<file path="config.mk">
export PLATFORM = sky130hd
export DESIGN_NAME = bcd_tick_counter
export DESIGN_NICKNAME = d
export VERILOG_FILES = /design/src/rtl/seg_pkg.sv /design/src/rtl/bcd_digit.sv /design/src/rtl/bcd_tick_counter.sv
export SDC_FILE = /design/constraint.sdc
export NUM_CORES = 1
export LEC_CHECK = 0
export CAP_MARGIN = 20
export CORE_MARGIN = 1.5
export CORE_UTILIZATION = 52
export DETAILED_ROUTE_END_ITERATION = 12
export GPL_TIMING_DRIVEN = 0
export PLACE_DENSITY = 0.75
export SETUP_SLACK_MARGIN = 0.05
export SLEW_MARGIN = 20
export SYNTH_ARGS = -nofsm -noshare
export SYNTH_HDL_FRONTEND = slang
export SYNTH_HIERARCHICAL = 1
export SYNTH_SLANG_ARGS = --single-unit
</file>
<file path="constraint.sdc">
create_clock -name i_Clk -period 3.5 [get_ports i_Clk]
set_input_delay 0.7 -clock i_Clk [delete_from_list [all_inputs] [get_ports i_Clk]]
set_output_delay 0.7 -clock i_Clk [all_outputs]
set_load 0.02 [all_outputs]
</file>
<file path="src/rtl/seg_pkg.sv">
// Shared display-path definitions: clock rate, BCD digit type and limits.
// The seven-segment encoder imports the same bcd_t so digits pass through unchanged.
package seg_pkg;

  localparam int CLK_HZ             = 25_000_000;
  localparam int HALF_SECOND_CYCLES = 12_500_000;
  localparam int BCD_W              = 4;
  localparam int BCD_MAX            = 9;

  typedef logic [BCD_W-1:0] bcd_t;

endpackage

</file>
<file path="src/rtl/bcd_digit.sv">
// One decade counter (0-9) with up/down stepping, parallel load and a
// combinational carry/borrow that fires when an enabled step rolls the digit over.
module bcd_digit
  import seg_pkg::*;
(
  input  logic i_Clk,
  input  logic i_Rst,
  input  logic i_Clr,
  input  logic i_En,
  input  logic i_Down,
  input  logic i_Load,
  input  bcd_t i_Load_Val,
  output bcd_t o_Digit,
  output logic o_Carry
);

  bcd_t r_digit;
  logic w_at_limit;

  assign w_at_limit = i_Down ? (r_digit == '0) : (r_digit == bcd_t'(BCD_MAX));
  assign o_Carry    = i_En & w_at_limit;
  assign o_Digit    = r_digit;

  // Load wins over stepping so the parent can override the natural roll-over value.
  always_ff @(posedge i_Clk) begin
    if (i_Rst || i_Clr) begin
      r_digit <= '0;
    end else if (i_Load) begin
      r_digit <= i_Load_Val;
    end else if (i_En) begin
      if (w_at_limit) begin
        r_digit <= i_Down ? bcd_t'(BCD_MAX) : '0;
      end else if (i_Down) begin
        r_digit <= r_digit - bcd_t'(1);
      end else begin
        r_digit <= r_digit + bcd_t'(1);
      end
    end
  end

endmodule

</file>
<file path="src/rtl/bcd_tick_counter.sv">
// Two-digit BCD up/down counter (00-99) advanced by a free-running prescaler
// or a manual step pulse; emits registered digits plus one-cycle tick/wrap flags.
module bcd_tick_counter
  import seg_pkg::*;
#(
  parameter int TICK_CYCLES     = HALF_SECOND_CYCLES,
  parameter int DOWN_WRAP_VALUE = 99
) (
  input  logic i_Clk,
  input  logic i_Rst,
  input  logic i_Run,
  input  logic i_Step,
  input  logic i_Down,
  input  logic i_Clear,
  output bcd_t o_Ones,
  output bcd_t o_Tens,
  output logic o_Tick,
  output logic o_Wrap
);

  localparam int               PRE_W     = $clog2(TICK_CYCLES);
  localparam logic [PRE_W-1:0] PRE_LAST  = PRE_W'(TICK_CYCLES - 1);
  localparam bcd_t             WRAP_ONES = bcd_t'(DOWN_WRAP_VALUE % 10);
  localparam bcd_t             WRAP_TENS = bcd_t'(DOWN_WRAP_VALUE / 10);

  logic [PRE_W-1:0] r_pre;
  logic             r_tick;
  logic             r_wrap;
  logic             w_pre_event;
  logic             w_count_event;
  logic             w_count_en;
  logic             w_ones_carry;
  logic             w_tens_carry;
  logic             w_load;

  assign w_pre_event   = i_Run && (r_pre == PRE_LAST);
  assign w_count_event = w_pre_event | i_Step;
  assign w_count_en    = w_count_event & ~i_Clear;

  // A tens carry/borrow only happens when both digits roll over, i.e. 99->00 or 00->wrap.
  assign w_load = w_tens_carry & i_Down;

  always_ff @(posedge i_Clk) begin
    if (i_Rst || i_Clear) begin
      r_pre <= '0;
    end else if (i_Run) begin
      r_pre <= w_pre_event ? '0 : r_pre + 1'b1;
    end
  end

  bcd_digit u_ones (
    .i_Clk      (i_Clk),
    .i_Rst      (i_Rst),
    .i_Clr      (i_Clear),
    .i_En       (w_count_en),
    .i_Down     (i_Down),
    .i_Load     (w_load),
    .i_Load_Val (WRAP_ONES),
    .o_Digit    (o_Ones),
    .o_Carry    (w_ones_carry)
  );

  bcd_digit u_tens (
    .i_Clk      (i_Clk),
    .i_Rst      (i_Rst),
    .i_Clr      (i_Clear),
    .i_En       (w_ones_carry),
    .i_Down     (i_Down),
    .i_Load     (w_load),
    .i_Load_Val (WRAP_TENS),
    .o_Digit    (o_Tens),
    .o_Carry    (w_tens_carry)
  );

  always_ff @(posedge i_Clk) begin
    if (i_Rst || i_Clear) begin
      r_tick <= 1'b0;
      r_wrap <= 1'b0;
    end else begin
      r_tick <= w_count_event;
      r_wrap <= w_tens_carry;
    end
  end

  assign o_Tick = r_tick;
  assign o_Wrap = r_wrap;

endmodule

</file>
Word-level counts from Yosys, hierarchy flattened
Cells that the tools add are included.
- bits in registers: 34
- input bits: 6
- output and inout bits: 10
- add/subtract/negate cells: 5
- eq/ne operators: 3
- muxes and demuxes: 12
- bitwise logic cells: 6
- reductions and logical operators: 7
- operator list (kind ; number):
    $mux W4 ; 9
    $add A24 B1 Y24 const B ; 1
    $eq A24 B24 Y1 const B ; 1
    $mux W24 ; 1
    $add A4 B1 Y4 const B ; 2
    $eq A4 B4 Y1 const B ; 2
    $logic_not A4 Y1 ; 2
    $sub A4 B1 Y4 const B ; 2
    $and A1 B1 Y1 ; 4
    $reduce_bool A2 Y1 ; 2
    $mux W1 ; 2
    $reduce_or A2 Y1 ; 1
    $logic_and A1 B1 Y1 ; 1
    $logic_or A1 B1 Y1 ; 1
    $not A1 Y1 ; 1
    $or A1 B1 Y1 ; 1

Longest topological paths before layout
Gate-level depths: netlist of the first run.
- depth in word-level cells: 8
- mapped depth: 16

Cells and area by module
Netlist of the first run, hierarchy kept.
- modules (own cells, without submodules) (module ; times used ; cells each ; area an instance (um^2) ; sequential area each (um^2)):
    bcd_tick_counter ; 1 ; 144 ; 1327.5 ; 520.5
    bcd_digit ; 2 ; 40 ; 347.8 ; 80.1

Worst setup path after synthesis of the first run
OpenSTA, ideal clock, no wires.
- path kind: input to register
- from: in i_Run
- to: reg u_ones.r_digit[3], in the netlist u_ones/o_Digit[3]
- setup time: 0.059 ns
- arrival time: 3.274 ns
- data required time: 3.441 ns
- setup slack: 0.167 ns
- stages on the path: 14
- path buffers: 2
- path through: and3_1 -> buf_4 -> nand4_1 -> or3_1 -> a21oi_1 -> inv_1 -> nor2_1 -> inv_1 -> nor2_1 -> and2_1 -> buf_2 -> nor3_1 -> a2111oi_0 -> o211a_1
- longest elaborated chain between the ends: 7
- elaborated cells on any way between the ends: 8
- RTL lines (element ; RTL line ; text):
    start: declaration ; bcd_tick_counter.sv:11 ; input logic i_Run,
    $logic_and A1 B1 Y1 * ; bcd_tick_counter.sv:36 ; assign w_pre_event = i_Run && (r_pre == PRE_LAST);
    $or A1 B1 Y1 * ; bcd_tick_counter.sv:37 ; assign w_count_event = w_pre_event | i_Step;
    $and A1 B1 Y1 * ; bcd_tick_counter.sv:38 ; assign w_count_en = w_count_event & ~i_Clear;
    named net w_count_en ; bcd_tick_counter.sv:31 ; logic w_count_en;
    $and A1 B1 Y1 * ; bcd_digit.sv:21 ; assign o_Carry = i_En & w_at_limit;
    named net w_ones_carry ; bcd_tick_counter.sv:32 ; logic w_ones_carry;
    $and A1 B1 Y1 * ; bcd_digit.sv:21 ;
    named net w_tens_carry ; bcd_tick_counter.sv:33 ; logic w_tens_carry;
    $and A1 B1 Y1 * ; bcd_tick_counter.sv:41 ; assign w_load = w_tens_carry & i_Down;
    named net w_load ; bcd_tick_counter.sv:34 ; logic w_load;
    $mux W4 or $reduce_bool A2 Y1 (tied branches) ; n/a ;
    end signal: assignment ; bcd_digit.sv:29 ; r_digit <= i_Load_Val;
    end signal: assignment ; bcd_digit.sv:32 ; r_digit <= i_Down ? bcd_t'(BCD_MAX) : '0;
    end signal: assignment ; bcd_digit.sv:34 ; r_digit <= r_digit - bcd_t'(1);
    end: declaration ; bcd_digit.sv:17 ; bcd_t r_digit;
The timed path passes the listed nets; every way through them passes the cells marked *.
A chain may end at the register's enable or synchronous reset.

Worst setup path after layout of the first run
- from: in i_Run
- to: reg u_tens.r_digit[3], in the netlist u_tens/o_Digit[3]
- longest elaborated chain between the ends: 7
- elaborated cells on any way between the ends: 8
- RTL lines (element ; RTL line):
    $logic_and A1 B1 Y1 * ; bcd_tick_counter.sv:36
    $or A1 B1 Y1 * ; bcd_tick_counter.sv:37
    $and A1 B1 Y1 * ; bcd_tick_counter.sv:38
    named net w_count_en ; bcd_tick_counter.sv:31
    $and A1 B1 Y1 * ; bcd_digit.sv:21
    named net w_ones_carry ; bcd_tick_counter.sv:32
    $and A1 B1 Y1 * ; bcd_digit.sv:21
    named net w_tens_carry ; bcd_tick_counter.sv:33
    $and A1 B1 Y1 * ; bcd_tick_counter.sv:41
    named net w_load ; bcd_tick_counter.sv:34
    $mux W4 or $reduce_bool A2 Y1 (tied branches) ; n/a
    end signal: assignment ; bcd_digit.sv:29
    end signal: assignment ; bcd_digit.sv:32
    end signal: assignment ; bcd_digit.sv:34
    end: declaration ; bcd_digit.sv:17
Marked as above.

==> results.md, run 1 <==
- Status: complete, no violations
- Peak supply drop: 0.312 mV
- Die Ht: 65.4 µm
- Synth unique cells: 47
- CTS Sinks: 34
- Yosys warns: 6
- Mapped Avg Cell Area: 9.03 µm²
- Cell family with most CP delay: simple AND/OR/NAND/NOR gates
- Synth Area in Compound Gates: between 10% and 20%
- CTS tree: built
- Fin crit share: 93.9%
- Layout cells sized above 1: 16.4%
- Largest family of logic cells by synthesized area: simple AND/OR/NAND/NOR gates
- Pre-antenna DRT Iters: 4
- Clock transition at the registers of the reported paths: 0.07 ns
- H-Tree Depth: 2
- Initial Util: a little over half
- Top cells by area, synth: dfxtp_1, xnor2_1, xor2_1
- Nets: 268
- Met2 usage: between 30 and 40%
- CP peak stage delay: 0.45 ns
- Area of the mapped netlist: 2020 µm²
- Clock latency on the worst-skew pair: 0.28 ns
- DRC Markers: 0
- Sequential area share after synthesis: 33.6%
- Vias/cell: 5.54
- Dpl cell area: 2260 µm²
- Largest net degree at the start of global routing: 14
- Hold-fix buffers at CTS: 0
- MaxCap Viol Count: 0
- Required @ worst endpoint: 3.73 ns
- Synth Area in Adders: under 10%
- Worst path most repeated cell: inv_1
- DR vias: 1685
- # IOs: 16
- Die ar.: 4270 µm²
- Pre-CTS setup slack: -0.964 ns
- Detailed Route WL: 4010 µm
- Worst-path fanout max: 9
- Period minus WS final: 3.29 ns
- Synth top area share: 33.6%
- Cell count after synthesis: 224
- DR iter-0 viols: 124
- Endpoints failing setup: 0
- Fmax: 0.304 GHz
- R2R depth: 15
- Core Rows: 22
- Number of global-route vias before repair: 1522
- Post-synth ARST share: 0%
- HP Class: reg -> reg
- Ant. Diodes: 0
- Slew @ Worst Pin: 0.514 ns
- Final Hold Vio Count: 0
- Core area: 3690 µm²
- GPL Wtd Cong: 0.790
- Kind of critical path: in -> reg
- Root buf cell: clkbuf_8
- Final ANT Viol Nets: 0
- Final WS setup: 0.215 ns
- Buffers & Inverters on Critical Path: 5
- Global-route wire length before repair: roughly 7000 µm
- DP Wirelength: between 2000 and 3000 µm
- Port-buffer cells: 15
- Crit. End Element: register
- CP max-delay cell: or3_4
- Post-synth EDFFs: 0
- Critical path arrival: ~3.5 ns
- Drt wl/cell: around 13 µm
- Simple-gate share of the synthesized area: 29.7%
- Fin area: 2410 µm²
- Die X: 65.4 µm
- Grt met1 use: 29.2%
- Ys flop type: dfxtp_1
- Xor/xnor share of the synthesized area: 9.09%
- Area grow syn2layout: 19.2%
- Total gr overflow: 0
- Unrepaired setup endpoints after global routing: false
- Crit. path cell count: 15
- Max Buffers Root-to-Sink: 2
- Initial antenna violation count: 0
- Pwr per Cell Area: 319 nW/µm²
- Hold Path Depth: 2
- Max_slew headroom: 65.6%
- Yosys reg bits: 34
- Inserted Clock Buffers: 5
- Slew Viols, Final: 0
- GRT Total Usage: 20.5%
- Met3 usage: 4.62%
- Worst-path cell chain: clkdlybuf4s15_2 -> and3_1 -> buf_4 -> nand4_1 -> or3_4 -> a21oi_4 -> inv_1 -> nor2_4 -> inv_1 -> nor2_1 -> and2_1 -> buf_2 -> nor3_1 -> a2111oi_2 -> o211a_1
- Final Skew: 0.00366 ns
- Most used routing layer: met2
- Worst setup SP type: input pin
- Mux share of post-synthesis cell area: 0%
- Area leader, netlist: dfxtp_1
- Leakage: 0.875 nW
-- synth_stat cells, types with 3 or more instances --
library cell and count:
dfxtp_1 34, nand3_1 12, nor4_1 3, nand2_1 8, nor2_1 18, nand4_1 7
o21ai_0 5, buf_6 5, xor2_1 10, inv_1 11, or3_1 3, o31ai_1 6
ha_1 5, xnor2_1 11, a21oi_1 16, nand3b_1 6, a211oi_1 4, or4_1 6
nor3_1 7
-- placed cells by master, fill, tap and decap left out, types with 3 or more instances in the layout --
cell type | synthesis | routed
clkdlybuf4s50_1 | 0 | 13
buf_4 | 2 | 5
inv_1 | 11 | 11
nor2_1 | 18 | 17
xor2_1 | 10 | 10
nand3b_1 | 6 | 6
buf_6 | 5 | 5
a21oi_1 | 16 | 15
dfxtp_1 | 34 | 34
nor3_1 | 7 | 7
nand2_1 | 8 | 8
a211oi_1 | 4 | 4
nand3_1 | 12 | 12
o21ai_0 | 5 | 5
nand4_1 | 7 | 7
o31ai_1 | 6 | 6
clkbuf_8 | 0 | 6
or4_1 | 6 | 6
conb_1 | 2 | 8
xnor2_1 | 11 | 11
nor4_1 | 3 | 3
ha_1 | 5 | 5
-- metrics by stage --
step           hold WS (ns)  cells  power, W  TNS [ns]  util, %
6_report              0.483    304  0.000770         0     65.4
3_3_place_gp          0.470    293  0.000475     -4.89     61.2
4_1_cts               0.491    301  0.000775         0     64.4
3_5_place_dp          0.481    293  0.000477     -5.29     61.2
2_1_floorplan         0.447    230  0.000450         0        -
5_1_grt               0.510    304  0.000801         0     65.4
-- layer usage --
metal / part of all wire [%] / routed length, µm
met1: 51 / 2060
met2: 45 / 1810
met3: 2.4 / 96
met4: 1.0 / 41
met5: 0 / 0
-- power by group --
part	total [W]	switching, W	internal, W
sequential	0.000396	0.00000496	0.000391
combinational	0.0000788	0.0000419	0.0000370
clock	0.000296	0.000137	0.000159
-- registers in the layout, summed over array words and instances, names as in the netlist --
signal          flops
o_Tick              1
o_Wrap              1
r_pre              24
u_tens/o_Digit      4
u_ones/o_Digit      4
-- timing repair --
action,4_1_cts,5_1_grt
hold endpoints to repair,0,0
setup endpoints to repair,8,2
resized for setup,10,4
setup buffers,0,3
pin swaps,0,2
-- cell families (layout without fill, tap and decap cells) --
logic type,count (synthesis),count (layout)
XOR/XNOR,21,21
flip-flops,34,34
buffers and inverters,20,46
adder cells (fa/ha/maj),7,7
other,2,8
AND/OR/NAND/NOR,95,95
AO/OA/AOI/OAI,45,45
-- tightest hold or removal path, delay by kind of cell (launching register included) --
kind,cells,cell delay [ns]
DFF,1,0.32
AOI/OAI and AO/OA,2,0.12
-- area by class of cell --
type / count / area [µm²]
inverters: 11 / 41.3
clock inverters: 1 / 5.00
repair buffers: 18 / 176
plain buffers: 9 / 83.8
well taps: 48 / 60.1
flip-flops and latches: 34 / 681
fillers: 342 / 1280
clock buffers: 7 / 86.3
multi-input cells: 176 / 1280
-- final timing paths --
check                              start                              to  slack (ns)
setup / recovery                   i_Run  u_tens/o_Digit[3]$_SDFFE_PP0P_        0.21
hold / removal    r_pre[23]$_SDFFE_PP0P_          r_pre[23]$_SDFFE_PP0P_        0.48
setup reg to reg   r_pre[0]$_SDFFE_PP0P_  u_tens/o_Digit[3]$_SDFFE_PP0P_        0.29
hold reg to reg   r_pre[23]$_SDFFE_PP0P_          r_pre[23]$_SDFFE_PP0P_        0.48
(Power assumes the default switching activity.)
==> inputs of run 2 (changes only) <==
- CAP_MARGIN: 20 -> unset
==> results of run 2 <==
The final DEF is identical to that of run 1; final timing and power are the same.
==> inputs of run 3 (changes only) <==
- SKIP_LAST_GASP: unset -> 1
==> results of run 3 <==
The final DEF is identical to that of run 1; final timing and power are the same.
